## config.mk

```make
export PLATFORM = sky130hd
export DESIGN_NAME = clk_gen_rst_seq
export DESIGN_NICKNAME = d
export VERILOG_FILES = /design/src/rtl/clk_gen_pkg.sv /design/src/rtl/clk_gen_lock_filter.sv /design/src/rtl/clk_gen_rst_seq.sv
export SDC_FILE = /design/constraint.sdc
export NUM_CORES = 1
export LEC_CHECK = 0
export CORE_UTILIZATION = 65
export CTS_BUF_LIST = sky130_fd_sc_hd__clkbuf_16
export DETAILED_ROUTE_END_ITERATION = 10
export DONT_BUFFER_PORTS = 1
export MAX_ROUTING_LAYER = met4
export PLACE_DENSITY = 0.83
export SLEW_MARGIN = 10
export SYNTH_ARGS = -nofsm -noshare
export SYNTH_HDL_FRONTEND = slang
export SYNTH_SLANG_ARGS = --single-unit
```

## constraint.sdc

```tcl
create_clock -name CLK -period 7.9 [get_ports CLK]
set_input_delay 1.58 -clock CLK [delete_from_list [all_inputs] [get_ports CLK]]
set_output_delay 1.58 -clock CLK [all_outputs]
set_load 0.01 [all_outputs]
```

## src/rtl/clk_gen_pkg.sv

```systemverilog
// Shared types and helpers for the clock-stage reset/lock sequencer.
// State encoding, output widths and small elaboration-time functions.
package clk_gen_pkg;

  typedef enum logic [1:0] {
    RESET_STAGE = 2'd0,
    WAIT_LOCK   = 2'd1,
    RUNNING     = 2'd2,
    FAIL        = 2'd3
  } state_e;

  localparam int IDX_W      = 3;
  localparam int RETRY_W    = 4;
  localparam int LOST_W     = 8;
  localparam int MAX_STAGES = 8;

  function automatic int clog2(input int v);
    int r;
    r = 0;
    for (int i = 0; i < 31; i++) begin
      if ((1 << i) < v) r = i + 1;
    end
    return r;
  endfunction

  // Index of the lowest cleared bit; callers only use it when one exists.
  function automatic logic [IDX_W-1:0] lowest_zero(
    input logic [MAX_STAGES-1:0] v
  );
    logic [IDX_W-1:0] r;
    r = '0;
    for (int i = MAX_STAGES - 1; i >= 0; i--) begin
      if (!v[i]) r = IDX_W'(i);
    end
    return r;
  endfunction

endpackage

```

## src/rtl/clk_gen_lock_filter.sv

```systemverilog
// Per-stage lock conditioning: 2-flop synchroniser plus a high-run filter.
// The output falls as soon as the synchronised lock is seen low.
module clk_gen_lock_filter
  import clk_gen_pkg::*;
#(
  parameter int FILTER_CYCLES = 4
) (
  input  logic CLK,
  input  logic RST,
  input  logic LOCKED_IN,
  output logic LOCKED_OUT
);

  localparam int CW = clog2(FILTER_CYCLES + 1);

  logic          r_s1;
  logic          r_s2;
  logic [CW-1:0] r_cnt;

  always_ff @(posedge CLK) begin
    if (RST) begin
      r_s1  <= 1'b0;
      r_s2  <= 1'b0;
      r_cnt <= '0;
    end else begin
      r_s1 <= LOCKED_IN;
      r_s2 <= r_s1;
      if (!r_s2) begin
        r_cnt <= '0;
      end else if (r_cnt < CW'(FILTER_CYCLES - 1)) begin
        r_cnt <= r_cnt + CW'(1);
      end
    end
  end

  assign LOCKED_OUT = r_s2 && (r_cnt >= CW'(FILTER_CYCLES - 1));

endmodule

```

## src/rtl/clk_gen_rst_seq.sv

```systemverilog
// Reset/lock sequencer for a chain of cascaded clock-synthesis stages.
// Releases stage resets in order, re-sequences on lock loss, retries on timeout.
module clk_gen_rst_seq
  import clk_gen_pkg::*;
#(
  parameter int N_STAGES         = 2,
  parameter int RST_PULSE_CYCLES = 3,
  parameter int FILTER_CYCLES    = 4,
  parameter int LOCK_TIMEOUT     = 65535,
  parameter int MAX_RETRIES      = 7
) (
  input  logic                CLK,
  input  logic                RST,
  input  logic [N_STAGES-1:0] STAGE_LOCKED_IN,
  input  logic                FORCE_RESTART_IN,
  output logic [N_STAGES-1:0] STAGE_RST_OUT,
  output logic                ALL_LOCKED_OUT,
  output logic                FAIL_OUT,
  output logic [2:0]          STAGE_IDX_OUT,
  output logic [3:0]          RETRY_CNT_OUT,
  output logic [7:0]          LOST_CNT_OUT
);

  localparam int PW = clog2(RST_PULSE_CYCLES + 1);
  localparam int TW = clog2(LOCK_TIMEOUT + 1);

  logic [N_STAGES-1:0] w_lock_f;

  for (genvar g = 0; g < N_STAGES; g++) begin : g_filt
    clk_gen_lock_filter #(
      .FILTER_CYCLES(FILTER_CYCLES)
    ) u_filt (
      .CLK       (CLK),
      .RST       (RST),
      .LOCKED_IN (STAGE_LOCKED_IN[g]),
      .LOCKED_OUT(w_lock_f[g])
    );
  end

  state_e               r_state, w_state;
  logic [IDX_W-1:0]     r_k, w_k;
  logic [PW-1:0]        r_pcnt, w_pcnt;
  logic [TW-1:0]        r_tcnt, w_tcnt;
  logic [RETRY_W-1:0]   r_retry, w_retry;
  logic [LOST_W-1:0]    r_lost, w_lost;
  logic [N_STAGES-1:0]  r_stage_rst, w_stage_rst;
  logic                 r_all, w_all;
  logic                 r_fail, w_fail;

  logic [MAX_STAGES-1:0] w_lock8;
  logic [MAX_STAGES-1:0] w_low_ok;
  logic                  w_lower_lost;
  logic [IDX_W-1:0]      w_lower_idx;
  logic                  w_any_lost;
  logic [IDX_W-1:0]      w_any_idx;
  logic                  w_lock_k;
  logic [RETRY_W-1:0]    w_retry_inc;
  logic [LOST_W-1:0]     w_lost_inc;

  // Absent stages read as locked so the loss scan ignores them.
  always_comb begin
    w_lock8 = '1;
    w_lock8[N_STAGES-1:0] = w_lock_f;
    for (int i = 0; i < MAX_STAGES; i++) begin
      w_low_ok[i] = (IDX_W'(i) >= r_k) ? 1'b1 : w_lock8[i];
    end
    w_lower_lost = ~&w_low_ok;
    w_lower_idx  = lowest_zero(w_low_ok);
    w_any_lost   = ~&w_lock8;
    w_any_idx    = lowest_zero(w_lock8);
    w_lock_k     = w_lock8[r_k];
    w_retry_inc  = (&r_retry) ? r_retry : r_retry + RETRY_W'(1);
    w_lost_inc   = (&r_lost) ? r_lost : r_lost + LOST_W'(1);
  end

  always_comb begin
    w_state = r_state;
    w_k     = r_k;
    w_pcnt  = r_pcnt;
    w_tcnt  = r_tcnt;
    w_retry = r_retry;
    w_lost  = r_lost;

    if (FORCE_RESTART_IN) begin
      w_state = RESET_STAGE;
      w_k     = '0;
      w_pcnt  = '0;
      w_retry = '0;
    end else begin
      unique case (r_state)
        RESET_STAGE: begin
          if (r_pcnt == PW'(RST_PULSE_CYCLES - 1)) begin
            w_state = WAIT_LOCK;
            w_tcnt  = '0;
          end else begin
            w_pcnt = r_pcnt + PW'(1);
          end
        end
        WAIT_LOCK: begin
          if (w_lower_lost) begin
            w_lost  = w_lost_inc;
            w_retry = '0;
            w_k     = w_lower_idx;
            w_state = RESET_STAGE;
            w_pcnt  = '0;
          end else if (w_lock_k) begin
            w_retry = '0;
            if (r_k == IDX_W'(N_STAGES - 1)) begin
              w_state = RUNNING;
            end else begin
              w_k     = r_k + IDX_W'(1);
              w_state = RESET_STAGE;
              w_pcnt  = '0;
            end
          end else if (r_tcnt == TW'(LOCK_TIMEOUT - 1)) begin
            w_retry = w_retry_inc;
            w_pcnt  = '0;
            if (w_retry_inc == RETRY_W'(MAX_RETRIES)) begin
              w_state = FAIL;
            end else begin
              w_state = RESET_STAGE;
            end
          end else begin
            w_tcnt = r_tcnt + TW'(1);
          end
        end
        RUNNING: begin
          if (w_any_lost) begin
            w_lost  = w_lost_inc;
            w_k     = w_any_idx;
            w_state = RESET_STAGE;
            w_pcnt  = '0;
          end
        end
        FAIL: begin
          w_state = FAIL;
        end
        default: begin
          w_state = RESET_STAGE;
        end
      endcase
    end

    // Output registers load the decode of the next state.
    for (int i = 0; i < N_STAGES; i++) begin
      unique case (w_state)
        RESET_STAGE, FAIL: w_stage_rst[i] = (IDX_W'(i) >= w_k);
        WAIT_LOCK:         w_stage_rst[i] = (IDX_W'(i) > w_k);
        default:           w_stage_rst[i] = 1'b0;
      endcase
    end
    w_all  = (w_state == RUNNING);
    w_fail = (w_state == FAIL);
  end

  always_ff @(posedge CLK) begin
    if (RST) begin
      r_state     <= RESET_STAGE;
      r_k         <= '0;
      r_pcnt      <= '0;
      r_tcnt      <= '0;
      r_retry     <= '0;
      r_lost      <= '0;
      r_stage_rst <= '1;
      r_all       <= 1'b0;
      r_fail      <= 1'b0;
    end else begin
      r_state     <= w_state;
      r_k         <= w_k;
      r_pcnt      <= w_pcnt;
      r_tcnt      <= w_tcnt;
      r_retry     <= w_retry;
      r_lost      <= w_lost;
      r_stage_rst <= w_stage_rst;
      r_all       <= w_all;
      r_fail      <= w_fail;
    end
  end

  assign STAGE_RST_OUT  = r_stage_rst;
  assign ALL_LOCKED_OUT = r_all;
  assign FAIL_OUT       = r_fail;
  assign STAGE_IDX_OUT  = r_k;
  assign RETRY_CNT_OUT  = r_retry;
  assign LOST_CNT_OUT   = r_lost;

endmodule
```

### Word level (Yosys, flattened, before mapping)

Cells that the tools add are included.

| word-level totals | value |
|---|---|
| register bits after elaboration | 49 |
| word-level logic and storage cells | 120 |
| input port bits | 5 |
| output and inout bits | 19 |

| operators by class | value |
|---|---|
| $add $sub $neg | 7 |
| $lt $le $gt $ge | 11 |
| reductions and logical operators | 19 |
| equal/unequal tests | 20 |
| bitwise gates (word level) | 3 |
| multiplexer cells | 45 |

Operators by type and width:

| operator | count |
|---|---|
| $mux 16 | 4 |
| $pmux 16 s2 | 1 |
| $mux 2 | 14 |
| $mux 8 | 3 |
| $add 16x1->16 const B | 1 |
| $eq 16x16->1 const B | 1 |
| $mux 4 | 4 |
| $pmux 8 s2 | 1 |
| $mux 3 | 5 |
| $ne 2x2->1 const B | 7 |
| $ge 1x3->1 const A | 4 |
| $eq 2x2->1 const B | 5 |
| $add 3x1->3 const B | 3 |
| $add 8x1->8 const B | 1 |
| $ne 4x4->1 const B | 2 |
| $pmux 2 s4 | 1 |
| $reduce_and 4->1 | 2 |
| $reduce_and 8->1 | 1 |
| $reduce_or 2->1 | 4 |
| $mux 1 | 7 |
| $ge 3x2->1 const B | 2 |
| $gt 1x3->1 const A | 2 |
| $lt 3x2->1 const B | 2 |
| $pmux 2 s3 | 1 |
| other kinds (18) | 27 |

### Logic depth before layout (Yosys ltp)

Gate-level depths: netlist of run 1.

| logic depth | value |
|---|---|
| depth in word-level cells | 12 |
| depth in mapped cells | 13 |
| mapped depth without buffers | 12 |

### By module

From an unflattened synthesis of run 1, not the netlist that was laid out.

| unflattened totals | value |
|---|---|
| cell total of the unflattened synthesis | 307 |
| area total of the unflattened synthesis | 2740.1 µm² |

By module, submodules not included:

| module | area each (µm²) | times used | cells an instance | sequential area each (µm²) |
|---|---|---|---|---|
| clk_gen_rst_seq | 2279.7 | 1 | 265 | 780.7 |
| clk_gen_lock_filter | 230.2 | 2 | 21 | 100.1 |

### Least setup slack after synthesis of run 1

Ideal clock, no wire load.

| timing path | value |
|---|---|
| kind | input-to-reg |
| start | input FORCE_RESTART_IN |
| end | register r_tcnt[5] |
| path buffers | 0 |
| slack | 5096 ps |
| setup time | 128 ps |
| arrival | 2676 ps |
| cell stages on the path | 5 |
| required time | 7772 ps |
| path through | or4b_1 > nor4_4 > o2111ai_1 > xor2_1 > nor2_1 |

| between the ends | value |
|---|---|
| longest elaborated chain between the ends | 2 |

Ends and longest elaborated chain:

| what | RTL line | source |
|---|---|---|
| start: declaration | clk_gen_rst_seq.sv:15 | `input logic FORCE_RESTART_IN,` |
| $not 1->1 (no source line) | -- |  |
| $reduce_and 6->1 (no source line) | -- |  |
| end signal: assignment | clk_gen_rst_seq.sv:171 | `r_tcnt <= w_tcnt;` |
| end: declaration | clk_gen_rst_seq.sv:43 | `logic [TW-1:0] r_tcnt, w_tcnt;` |

Every way passes these cells.
A chain may end at the register's enable or synchronous reset.

### Final worst setup path of run 1

| timing path | value |
|---|---|
| start | register g_filt[1].u_filt.r_cnt[0] |
| end | register r_stage_rst[1] (netlist: STAGE_RST_OUT[1]) |

| between the ends | value |
|---|---|
| longest elaborated chain between the ends | 11 |
| elaborated cells on any way between the ends | 28 |
| those cells by class | order compare (3); eq/ne (2); mux (18); reduce/logical (5) |

Ends and longest elaborated chain:

| what | RTL line | source |
|---|---|---|
| start: declaration | clk_gen_lock_filter.sv:18 | `logic [CW-1:0] r_cnt;` |
| start signal: assignment | clk_gen_lock_filter.sv:31 | `r_cnt <= r_cnt + CW'(1);` |
| $ge 3x2->1 (*) | clk_gen_lock_filter.sv:36 | `assign LOCKED_OUT = r_s2 && (r_cnt >= CW'(FILTER_CYCLES - 1));` |
| $logic_and 1x1->1 (*) | clk_gen_lock_filter.sv:36 |  |
| $bmux 1 s3 | clk_gen_rst_seq.sv:71 | `w_lock_k = w_lock8[r_k];` |
| $mux 1 (not written as such) | clk_gen_rst_seq.sv:71 |  |
| $mux 2 | clk_gen_rst_seq.sv:106 | `end else if (w_lock_k) begin` |
| $mux 2 | clk_gen_rst_seq.sv:100 | `if (w_lower_lost) begin` |
| $pmux 2 s4 (*) | clk_gen_rst_seq.sv:90 | `unique case (r_state)` |
| $mux 2 (*) | clk_gen_rst_seq.sv:84 | `if (FORCE_RESTART_IN) begin` |
| via w_state[1] | clk_gen_rst_seq.sv:40 | `state_e r_state, w_state;` |
| $eq 2x2->1 or $logic_not 2->1 (tied branches) | clk_gen_rst_seq.sv:146 | `unique case (w_state)` |
| $reduce_or 2->1 | clk_gen_rst_seq.sv:146 |  |
| $pmux 1 s2 (*) | clk_gen_rst_seq.sv:146 |  |
| end signal: assignment | clk_gen_rst_seq.sv:174 | `r_stage_rst <= w_stage_rst;` |
| end: declaration | clk_gen_rst_seq.sv:46 | `logic [N_STAGES-1:0] r_stage_rst, w_stage_rst;` |

The timed path passes the listed nets; every way through them passes the cells marked *. The select of a mux whose other input is x is not followed.

==> impl_metrics.toml, run 1 <==
[synth]
synth_top_area_cell = "dfxtp_1"
syn_inst = 331
yosysTopAreaCellShare = 0.346
syn_nets = 355
yosysWarnings = 0
syn_area_mm2 = 0.00283
synthDistinctLibCells = 64
syn_area_per_cell_um2 = 8.56
async_flop_share = 0
yosysMostFrequentCell = "dfxtp_1"
synth.yosys.seq_area_share = 0.346
synthTopCellsByArea = "dfxtp_1 35%, ha_1 8.4%, nor2_1 6.1%, xor2_1 4.3%, a21oi_1 3.9%"
ys_seq_elements = 49
synth_flop_cell = "dfxtp_1"
synth_edf_count = 0
synthTopCellsByCount = "49 x dfxtp_1, 46 x nor2_1, 22 x a21oi_1, 19 x ha_1, 18 x inv_1"

[cts]
cts_tree = "done"
worstSkewPairLatency_ns = 0.29
h-tree-depth = 2
holdBufCountCts = 0
cts_setup_buffers = 0
clk_path_buf_depth = 2
clkSinkCount = 49
cts_resized = 0
clkTransAtPathRegs_ns = 0.07
numCtsBuffers = 5
clockRootBuffer = "clkbuf_16"

[timing]
final_hold_viol_count = 0
fin_crit_sh = 0.378
slew_viol_final = 0
fmax_mhz = 335
relSlewSlack = 0.401
setup_viol = 0
grt_setup_unrepaired = "false"
clock_skew_ns = 0.00710
layout_min_cycle_time_ns = 2.99
worst_slew_pin_slew_ns = 0.895
tns_ns = 0

[worst_hold_path]
hold_path.class = "flop to flop"

[detailed_routing]
wl_per_cell_um = 14.8
drtIter0Drc = 183
dr.pass1.iters = 4
routed_wl_um = 5610
remaining_drc_errors = 0
final_antenna_net_count = 0
via_count = 2336
viasPerCell = 6.16

[critical_path]
cp-start-kind = "flop"
crit_path_end_kind = "flop"
critical_path_arrival_ns = 3.17
cp_max_fo = 7
timing_worst_setup_path_type = "flop to flop"
required_ns = 8.09

[floorplanning]
core_mm2 = 0.00409
die_w_um = 68.0
ios = 24
dieArea_mm2 = 0.00463
num_rows = 23
start_util = 0.694
fp.dieH_um = 68.0

[pwr]
power.leakage_nw = 1.07
vdd_drop_max_v = 0.000118
finalPower_uw = 498
p_per_area_mw_per_mm2 = 167

[placed_design]
io_buffers = 0
dpl_cell_area_mm2 = 0.00283
dp_hpwl_um = 4070
gp_congestion = 0.930

[global_route]
grt_max_degree = 23
grt_pass1_wl_um = 9140
antenna_found_initial = 0
first_global_vias = 2123
grt_overflow = 0
gr-usage-all-layers = 0.272

[final_layout]
final_core_util = 0.730
area_growth_syn_to_layout_pct = 5.25
fin_nets = 352
fin_area_mm2 = 0.00298
drive_gt1_frac = 0.0790
antenna_cells = 0

[status]
status = "complete, no violations"

[job]
maxCapViolCount = 0
-- per-stage QoR --
stage	std cells	worst slack [ns]	hold WS (ns)
final	379	4.91	0.437
after global placement	371	4.99	0.417
after global routing	379	4.72	0.473
after floorplan	331	5.10	0.414
after CTS	379	4.92	0.436
after detailed placement	371	4.92	0.421
-- routing by layer --
layer	GRT usage	routed length, µm	up-vias
met5	-	0	-
met4	0.0990	61	0
met3	0.0650	262	5
met2	0.453	2740	48
met1	0.317	2550	1098
li1	-	-	1185
-- worst paths after layout --
| kind | slack, ns | startpoint | depth (start not counted) | end |
|---|---|---|---|---|
| setup / recovery | 4.91 | g_filt[1].u_filt.r_cnt[0] | 11 | STAGE_RST_OUT[1] |
| hold / removal | 0.44 | g_filt[0].u_filt.r_s1 | 1 | g_filt[0].u_filt.r_s2 |
| setup reg to reg | 4.91 | g_filt[1].u_filt.r_cnt[0] | 11 | STAGE_RST_OUT[1] |
| hold reg to reg | 0.44 | g_filt[0].u_filt.r_s1 | 1 | g_filt[0].u_filt.r_s2 |
-- cell families after synthesis --
kind of cell,synth area share
AOI/OAI and AO/OA,0.182
xor gates and xnor gates,0.0618
adders and majority gates,0.0839
buffers and inverters,0.0494
DFF,0.346
muxes,0.0146
and+or+nand+nor,0.262
-- power breakdown --
part           internal, mW  switching, mW
Sequential            0.251        0.00439
Clock                 0.119         0.0965
Combinational        0.0109         0.0157
-- critical path, cell delays in order (launching register included) --
cell	delay [ns]
dfxtp_1	0.36
ha_1	0.22
ha_1	0.19
a211o_1	0.35
a31oi_1	0.23
nand4_1	0.22
nor2_2	0.33
a221oi_1	0.19
nor2_1	0.26
ha_1	0.30
a21oi_1	0.13
o21bai_1	0.08
-- area by class of cell --
| class | instances | area (µm²) |
|---|---|---|
| Multi-Input combinational cell | 253 | 1710 |
| Fill cell | 323 | 1100 |
| Sequential cell | 49 | 981 |
| Clock buffer | 5 | 125 |
| Inverter | 18 | 67.6 |
| Tap cell | 50 | 62.6 |
| Clock inverter | 3 | 26.3 |
| Timing Repair Buffer | 1 | 7.51 |
-- registers in the layout (all words and copies together), names as in the netlist --
name,count
g_filt.u_filt.r_s2,2
LOST_CNT_OUT,8
r_state,2
FAIL_OUT,1
r_tcnt,16
RETRY_CNT_OUT,4
ALL_LOCKED_OUT,1
g_filt.u_filt.r_s1,2
STAGE_RST_OUT,2
STAGE_IDX_OUT,3
r_pcnt,2
g_filt.u_filt.r_cnt,6
-- layout by cell type, fill, tap and decap left out, types with 2 or more instances in the layout --
master       n
nor3b_1      3
nand2_1     15
ha_1        19
nor4_1       3
xnor2_1      6
a22oi_1      2
nor2_2       2
nand4_1      8
nand2b_1     7
o21ai_0     13
nor2_1      46
and4_1       3
o2111ai_1    3
a21oi_1     22
o211ai_1     3
or2_2        3
and2_1       2
o31ai_1      2
nor3_1      10
a31oi_1      4
inv_1       18
nand3b_1     2
xor2_1      14
clkinvlp_4   2
clkbuf_16    5
and3_1       3
nor2b_1      6
a41oi_1      2
or3_1        4
nand3_1     13
dfxtp_1     49
mux2i_1      3
a211oi_1     2
Note: power is estimated with default switching activity, not from simulation.
==> run 2: changes to the inputs <==
--- a/config.mk
+++ b/config.mk
@@ -5,12 +5,12 @@
 export SDC_FILE = /design/constraint.sdc
 export NUM_CORES = 1
 export LEC_CHECK = 0
-export CORE_UTILIZATION = 65
+export CORE_UTILIZATION = 63
 export CTS_BUF_LIST = sky130_fd_sc_hd__clkbuf_16
 export DETAILED_ROUTE_END_ITERATION = 10
 export DONT_BUFFER_PORTS = 1
 export MAX_ROUTING_LAYER = met4
-export PLACE_DENSITY = 0.83
+export PLACE_DENSITY = 0.81
 export SLEW_MARGIN = 10
 export SYNTH_ARGS = -nofsm -noshare
 export SYNTH_HDL_FRONTEND = slang
==> constraint.sdc (replaced) <==
create_clock -name CLK -period 2.9 [get_ports CLK]
set_input_delay 0.58 -clock CLK [delete_from_list [all_inputs] [get_ports CLK]]
set_output_delay 0.58 -clock CLK [all_outputs]
set_load 0.01 [all_outputs]
==> impl_metrics.toml, run 2 (synthesis gave the netlist of run 1 again) <==
[placed_design]
dpl_cell_area_mm2 = 0.00290
io_buffers = 0
dp_hpwl_um = 4410
gp_congestion = 0.906
place_inst = 382

[global_route]
first_global_vias = 2345
grt_pass1_wl_um = 10500
grt_max_degree = 23
gr-usage-all-layers = 0.279
antenna_found_initial = 0
grt_overflow = 0

[timing]
tns_ns = 0
fmax_mhz = 362
relSlewSlack = 0.391
fin_crit_sh = 0.952
clock_skew_ns = 0.00388
setup_viol = 0
layout_min_cycle_time_ns = 2.76
grt_setup_unrepaired = "false"
slew_viol_final = 0
final_hold_viol_count = 0
worst_slew_pin_slew_ns = 0.909

[cts]
clkTransAtPathRegs_ns = 0.06
clkSinkCount = 49
numCtsBuffers = 5
worstSkewPairLatency_ns = 0.29
cts_tree = "done"
h-tree-depth = 2
clockRootBuffer = "clkbuf_16"
clk_path_buf_depth = 2

[final_layout]
fin_nets = 361
fin_area_mm2 = 0.00308
final_common_cell = "dfxtp_1"
final_cells = 390
area_growth_syn_to_layout_pct = 8.70
final_core_util = 0.712
antenna_cells = 0
largest_reg_flops = 16
top_register = "r_tcnt"
final_cell_mix = "47 x dfxtp_1, 45 x nor2_1, 22 x a21oi_1"
drive_gt1_frac = 0.124

[job]
maxCapViolCount = 0

[floorplanning]
fp.dieH_um = 69.1
ios = 24
core_mm2 = 0.00432
die_w_um = 69.1
dieArea_mm2 = 0.00477
num_rows = 24
start_util = 0.655

[critical_path]
cp-start-kind = "flop"
timing_worst_setup_path_type = "flop to flop"
critical_path_arrival_ns = 2.95
crit_path_end_kind = "flop"
cp_max_fo = 11
r2r-start = "g_filt[1].u_filt.r_cnt[0]"
crit_path_start = "g_filt[1].u_filt.r_cnt[0]"
required_ns = 3.09

[detailed_routing]
dr.pass1.iters = 4
viasPerCell = 6.21
via_count = 2423
routed_wl_um = 6230
wl_per_cell_um = 16.0
drtIter0Drc = 129
final_antenna_net_count = 0
remaining_drc_errors = 0

[worst_hold_path]
hold_path.class = "input port to flop"
worstHoldStart = "RST"

[status]
status = "complete, no violations"

[pwr]
p_per_area_mw_per_mm2 = 433
vdd_drop_max_v = 0.000333
power.leakage_nw = 1.12
## run 2: cell types whose count changed in the layout (fill, tap and decap cells not counted), sizes merged
cell | before | now
buf | 1 | 10
clkinv | 0 | 2
clkinvlp | 2 | 1
inv | 19 | 18
## run 2: repair_timing
item                       CTS  global route
setup endpoints to repair    0             2
setup buffers                0             0
gates resized for setup      0             8
hold buffers                 0             0
## run 2: power breakdown
group	total, mW	switching [mW]	leakage (nW)	internal (mW)
logic	0.0767	0.0456	0.655	0.0311
registers	0.696	0.0117	0.397	0.684
clock network	0.561	0.245	0.0696	0.316
total	1.33	0.302	1.12	1.03
## run 2: layer usage
layer | GRT usage | wire [µm] | up-vias
met5 | - | 0 | -
met4 | 0.104 | 127 | 0
met3 | 0.0687 | 330 | 16
met2 | 0.458 | 3030 | 78
met1 | 0.330 | 2740 | 1137
li1 | - | - | 1192
## run 2: critical path, stage by stage, from the launching register on
cell,delay (ns)
dfxtp_1,0.36
ha_1,0.21
ha_1,0.19
a211o_1,0.31
buf_4,0.16
a41oi_1,0.35
o211ai_1,0.45
nor3_1,0.41
xnor2_1,0.17
nor2_1,0.05
## run 2: final cells by class
type,count,area [µm²]
Inverter,18,67.6
Fill cell,362,1240
Tap cell,52,65.1
Clock buffer,5,125
Clock inverter,3,17.5
Multi-Input combinational cell,253,1750
Timing Repair Buffer,10,75.1
Sequential cell,49,983
## run 2: per-stage QoR
step,total power [mW],hold slack (ns),setup WS (ns)
detailed placement,0.784,0.425,0.127
global placement,0.782,0.420,0.237
floorplan,0.772,0.414,0.295
global route,1.38,0.345,0.00994
CTS,1.34,0.344,0.0540
finish,1.33,0.350,0.140
## run 2: final timing paths
path	to	slack (ns)	cells past startpoint
worst max-delay path	LOST_CNT_OUT[5]	0.14	9
worst max register to register	LOST_CNT_OUT[5]	0.14	9
worst min-delay path	LOST_CNT_OUT[4]	0.35	1
worst min register to register	g_filt[0].u_filt.r_s2	0.44	1
